--- src/rtl/int_seq_pkg.sv ---
// Shared types and constants for the CPU-side interrupt sequencer.
package int_seq_pkg;

  typedef enum logic [1:0] {
    ST_IDLE    = 2'd0,
    ST_ENTER   = 2'd1,
    ST_HANDLER = 2'd2,
    ST_RETURN  = 2'd3
  } state_t;

  localparam int          INT_ID_W            = 8;
  localparam logic [31:0] DEFAULT_VECTOR_ADDR = 32'h0000_0001;

endpackage

--- src/rtl/int_sequencer.sv ---
// Interrupt entry/return sequencer: saves resume PC, redirects fetch to the vector and back on reti.
// Outputs are registered one edge after the triggering input; redirects hold until redirect_ready.
// Optional INT_SEQ_CAUSE_EN keeps a register of the serviced interrupt ID on int_cause.
module int_sequencer
  import int_seq_pkg::*;
#(
  parameter int                ADDR_W      = 32,
  parameter logic [ADDR_W-1:0] VECTOR_ADDR = ADDR_W'(DEFAULT_VECTOR_ADDR)
) (
  input  logic                clk,
  input  logic                reset,
  input  logic                intCPU,
  input  logic [INT_ID_W-1:0] intID,
  input  logic                safe_point,
  input  logic [ADDR_W-1:0]   resume_pc,
  input  logic                reti,
  input  logic                redirect_ready,
  output logic                intDisabled,
  output logic                redirect_valid,
  output logic [ADDR_W-1:0]   redirect_pc,
  output logic [ADDR_W-1:0]   epc,
  output logic                reti_err,
  output logic [INT_ID_W-1:0] int_cause
);

  state_t state;
  logic   take_int;

  assign take_int = (state == ST_IDLE) && intCPU && safe_point;

  always_ff @(posedge clk or negedge reset) begin
    if (!reset) begin
      state          <= ST_IDLE;
      intDisabled    <= 1'b0;
      redirect_valid <= 1'b0;
      redirect_pc    <= '0;
      epc            <= '0;
      reti_err       <= 1'b0;
    end else begin
      reti_err <= 1'b0;
      case (state)
        ST_IDLE: begin
          // A reti here is stray even when it coincides with a taken interrupt.
          if (reti) reti_err <= 1'b1;
          if (take_int) begin
            epc            <= resume_pc;
            redirect_pc    <= VECTOR_ADDR;
            redirect_valid <= 1'b1;
            intDisabled    <= 1'b1;
            state          <= ST_ENTER;
          end
        end
        ST_ENTER: begin
          if (reti) reti_err <= 1'b1;
          if (redirect_ready) begin
            redirect_valid <= 1'b0;
            state          <= ST_HANDLER;
          end
        end
        ST_HANDLER: begin
          if (reti) begin
            redirect_pc    <= epc;
            redirect_valid <= 1'b1;
            state          <= ST_RETURN;
          end
        end
        ST_RETURN: begin
          if (reti) reti_err <= 1'b1;
          // Unmask only once the return redirect is accepted, so a queued request waits.
          if (redirect_ready) begin
            redirect_valid <= 1'b0;
            intDisabled    <= 1'b0;
            state          <= ST_IDLE;
          end
        end
        default: begin
          state          <= ST_IDLE;
          intDisabled    <= 1'b0;
          redirect_valid <= 1'b0;
        end
      endcase
    end
  end

`ifdef INT_SEQ_CAUSE_EN
  always_ff @(posedge clk or negedge reset) begin
    if (!reset)        int_cause <= '0;
    else if (take_int) int_cause <= intID;
  end
`else
  logic unused_int_id;
  assign unused_int_id = ^intID;
  assign int_cause     = '0;
`endif

endmodule

--- config.mk ---
export PLATFORM = sky130hd
export DESIGN_NAME = int_sequencer
export DESIGN_NICKNAME = d
export VERILOG_FILES = /design/src/rtl/int_seq_pkg.sv /design/src/rtl/int_sequencer.sv
export SDC_FILE = /design/constraint.sdc
export NUM_CORES = 1
export LEC_CHECK = 0
export BUFFER_PORTS_ARGS = -buffer_cell sky130_fd_sc_hd__clkbuf_2
export CAP_MARGIN = 20
export CORE_ASPECT_RATIO = 0.75
export CORE_MARGIN = 5
export CORE_UTILIZATION = 45
export CTS_BUF_LIST = sky130_fd_sc_hd__clkbuf_16
export CTS_CLUSTER_SIZE = 12
export DETAILED_ROUTE_END_ITERATION = 6
export GPL_TIMING_DRIVEN = 1
export PLACE_DENSITY_LB_ADDON = 0.25
export SYNTH_ARGS = -nofsm -noshare
export SYNTH_HDL_FRONTEND = slang
export SYNTH_SLANG_ARGS = --single-unit
--- constraint.sdc ---
create_clock -name clk -period 4.45 [get_ports clk]
set_input_delay 0.89 -clock clk [delete_from_list [all_inputs] [get_ports clk]]
set_output_delay 0.89 -clock clk [all_outputs]
set_load 0.05 [all_outputs]
Yosys cells after proc, flatten, opt, wreduce, memory -nomap -nowiden
Index checks and enable logic that the tools add are counted.

Bits in registers: 69. Input bits: 46. Output and inout bits: 75.

Equality and inequality tests: 8. Mux-type cells: 15. Reductions and logical operators: 12.

Operator list (number): two-way mux 32 bit (2); case mux 32 bit (2 select lines) (1); AND reduction 3 bit (3); two-way mux 2 bit (4); != test 2 bit (second input constant) (4); case mux 2 bit (4 select lines) (1); two-way mux 1 bit (5); equality test 2 bit (second input constant) (2); AND reduction 4 bit (1); nonzero test 2 bit (2); case mux 1 bit (3 select lines) (1); OR reduction 3 bit (1); equality test 2 x 1 -> 1 bit (second input constant) (1); logical AND 1 bit (2); zero test 2 bit (1); != test 2 x 1 -> 1 bit (second input constant) (1); case mux 1 bit (2 select lines) (1); AND reduction 2 bit (1); OR reduction 2 bit (1).

Logic depth before layout (Yosys ltp)
Depth in word-level cells: 5. Mapped depth: 7.

Worst setup path after synthesis
No wires, ideal clock.

Path type: input port to flip-flop. Start point: in reti. End point: reg redirect_pc[1]. Setup time: 0.130 ns. Arrival: 1.642 ns. Setup slack: 2.678 ns. Stages on the path: 5. Buffers on the path: 2. Cell sequence: buf_2 nand2b_4 o211a_1 clkbuf_1 o21ai_0.

Cells in the longest elaborated chain, start to end: 2.

Ends and longest elaborated chain: start, declared (RTL line int_sequencer.sv:16) `input logic reti,`; != test 2 bit (no line); AND reduction 3 bit (no line); end signal, assigned (RTL line int_sequencer.sv:62) `redirect_pc <= epc;`; end, declared (RTL line int_sequencer.sv:20) `output logic [ADDR_W-1:0] redirect_pc,`.

Every way passes these cells. A chain may end at the register's enable or synchronous reset.

Final worst setup path
Start point: reg state[0]. End point: reg redirect_pc[10].

Cells in the longest elaborated chain, start to end: 5. Elaborated cells on any way between the ends: 9.

Ends and longest elaborated chain: start, declared (RTL line int_sequencer.sv:26) `state_t state;`; start signal, assigned (RTL line int_sequencer.sv:33) `state <= ST_IDLE;`; start signal, assigned (RTL line int_sequencer.sv:50) `state <= ST_ENTER;`; start signal, assigned (RTL line int_sequencer.sv:57) `state <= ST_HANDLER;`; zero test 2 bit (RTL line int_sequencer.sv:29, int_sequencer.sv:41); logical AND 1 bit (2 in series) (RTL line int_sequencer.sv:29) `assign take_int = (state == ST_IDLE) && intCPU && safe_point;`; != test 2 bit (no line); AND reduction 3 bit (no line).

Parallel ways exist; a longest one is shown, timed or not.

==> impl_metrics.ini <==
[run_status]
run_status = finished clean

[placed_design]
place_hpwl_um = 4480
placement.io_buffers = 104
gpl.final_weighted_congestion = 0.7198

[final_layout]
final_net_count = 394
n_antenna_cell = 0
final_layout_size_suffix_gt1_frac = 0.4454
flow.area_growth_from_synthesis_pct = 28.45
final_core_utilization = 0.5948

[global_routing]
antenna_violations_before_repair = 0
grtUsageMet1 = 0.2093
grt_overflow_total = 0
grt_start_max_net_pins = 39
grt_use_met2 = 0.2759
wire_length_of_the_first_global_routing_pass_um = 10730
grt_util_all_layers = 0.1696
globalRoute.busiestLayer = met2
grt_use_met3 = 0.07773
vias_in_the_first_global_route = 2206

[sta]
final_min_period_over_clock_period = 0.5964
fmax_mhz = 376.8
setup_tns_ns = 0
least_margin_pin_slew_ns = 0.8657
grt_setup_unrepaired = no
layout_min_cycle_time_ns = 2.654
final-hold-violation-count = 0
final-max-slew-violation-count = 0
setup_viol_count_final = 0
timing.max_slew.rel_slack = 0.4222
fin_skew_ns = 0.004330

[floorplan]
placement_rows = 25
boundaryPins = 121
die-width_um = 102.9
die-area_um2 = 8195
die_y_um = 79.66
initial_utilization = 0.4631
core_um2 = 6287

[setup_path]
worst_r2r_endpoint = redirect_pc[10]$_DFFE_PN0P_
r2r_start = state[0]$_DFFE_PN0P_
critical_path.endpoint = redirect_pc[10]$_DFFE_PN0P_
r2r_setup_slack_ns = 1.80
timing.critical_path.arrival_ns = 2.81
timing.setup.critical_path_class = register to register
worst_path_fanout_max = 38
end_kind = register
worst_r2r_path_depth = 5
setup.worst_path.start_class = register
worst-endpoint-required_ns = 4.61
crit_path_start = state[0]$_DFFE_PN0P_

[logic_synthesis]
synth_enable_flop_cells = 0
postSynthAreaPerCell_um2 = 11.88
post_synthesis_cell_type_count = 24
synth_largest_type_area_fraction = 0.5930
ys_ff_latch = 69
seq_area_frac_synth = 0.5930
synth.area.top_cells = dfrtp_1, mux2_2, nand4_1
asyncSetResetFlopFracSynth = 1.000
netlist_top_cells_count = dfrtp_1, inv_1, mux2_2, o21ai_0, nand4_1
synth_ff_type = dfrtp_1
synth_warnings = 0
syn_inst = 245
yosys.cell_count.top_type = dfrtp_1
yosysTopAreaCell = dfrtp_1
synth_area_um2 = 2912

[routing]
detail_route.iter0.violations = 96
totalWireLength_um = 6638
number_of_vias_per_cell = 5.049
antenna_left = 0
routed-via-count = 2166
avgRoutedWirePerCell_um = 15.47
post-route-drc-count = 0
dr.pass1.iters = 4

[cts]
tritoncts = yes
clock_sink_count = 69
clock_tree.htree_level_count = 3
clock_latency_ns = 0.32
ctsResizeCount = 0
postCtsHoldBufs = 0
cts.root.buffer_cell = clkbuf_16
cts_inserted_buffers = 9
ctsLongestPathBuffers = 2
cts.clk_slew.worst_paths_ns = 0.05
post-cts-setup-buffer-count = 0

[min_path]
holdPathStages = 1
worstHoldPathType = register to register

[run]
max-cap-violations = 0
-- worst max-delay path, cell delays in order, from the launching register on --
cell,delay [ns]
dfrtp_1,0.39
inv_1,0.10
ha_1,0.25
a21bo_2,0.71
o211a_1,0.83
o21ai_0,0.20
-- layer usage --
layer | routed length (um) | vias up
met4 | 7 | 0
met5 | 0 | -
li1 | - | 1031
met3 | 575 | 2
met2 | 3149 | 71
met1 | 2905 | 1062
-- registers in the layout (all words and copies together), names as in the netlist --
signal	cells
reti_err	1
epc	32
redirect_valid	1
state	2
redirect_pc	32
intDisabled	1
-- logic make-up after synthesis --
group | synth area share
other | 0.001288
DFF | 0.5930
muxes | 0.1289
adders and majority gates | 0.02149
AOI/OAI and AO/OA | 0.07993
and+or+nand+nor | 0.08122
buffers and inverters | 0.09411
-- area by class of cell --
class                      count  area [um2]
fill                         550        2547
sequential                    69        1727
multi-input combinational    123       942.2
timing repair buffer         106       535.5
clock buffer                   9       225.2
inverter                      34       127.6
tap                           81       101.3
clock inverter                 7       81.33
-- layout by cell type, fill, tap and decap left out, types with 2 or more instances in the layout --
| cell type | count |
|---|---|
| conb_1 | 8 |
| nand4_1 | 31 |
| clkbuf_16 | 9 |
| dfrtp_1 | 69 |
| bufinv_16 | 2 |
| o211a_1 | 2 |
| buf_4 | 2 |
| a32o_1 | 2 |
| clkbuf_2 | 103 |
| mux2_2 | 32 |
| clkinv_1 | 2 |
| inv_1 | 35 |
| ha_1 | 5 |
| o21ai_0 | 32 |
| clkinv_2 | 2 |
-- worst min-delay path by stage --
stage	start	endpoint	slack, ns
final	redirect_valid$_DFFE_PN0P_	redirect_valid$_DFFE_PN0P_	0.50
after CTS	redirect_pc[0]$_DFFE_PN0P_	redirect_pc[0]$_DFFE_PN0P_	0.50
after global placement	redirect_pc[0]$_DFFE_PN0P_	redirect_pc[0]$_DFFE_PN0P_	0.47
after detailed placement	redirect_pc[0]$_DFFE_PN0P_	redirect_pc[0]$_DFFE_PN0P_	0.48
after floorplan	state[0]$_DFFE_PN0P_	state[0]$_DFFE_PN0P_	0.53
after global routing	redirect_pc[0]$_DFFE_PN0P_	redirect_pc[0]$_DFFE_PN0P_	0.52
-- per-stage QoR --
stage	hold slack (ns)	instances	cell area, um2	setup slack, ns
after CTS	0.4964	429	3740	1.769
after global placement	0.4745	413	3433	1.631
after floorplan	0.5279	252	2938	2.678
final	0.4956	429	3740	1.796
after detailed placement	0.4838	413	3433	1.561
after global routing	0.5163	429	3740	1.537
Power is not shown: default switching activity piles up to over one toggle a cycle in this logic, so the estimate is an artifact.
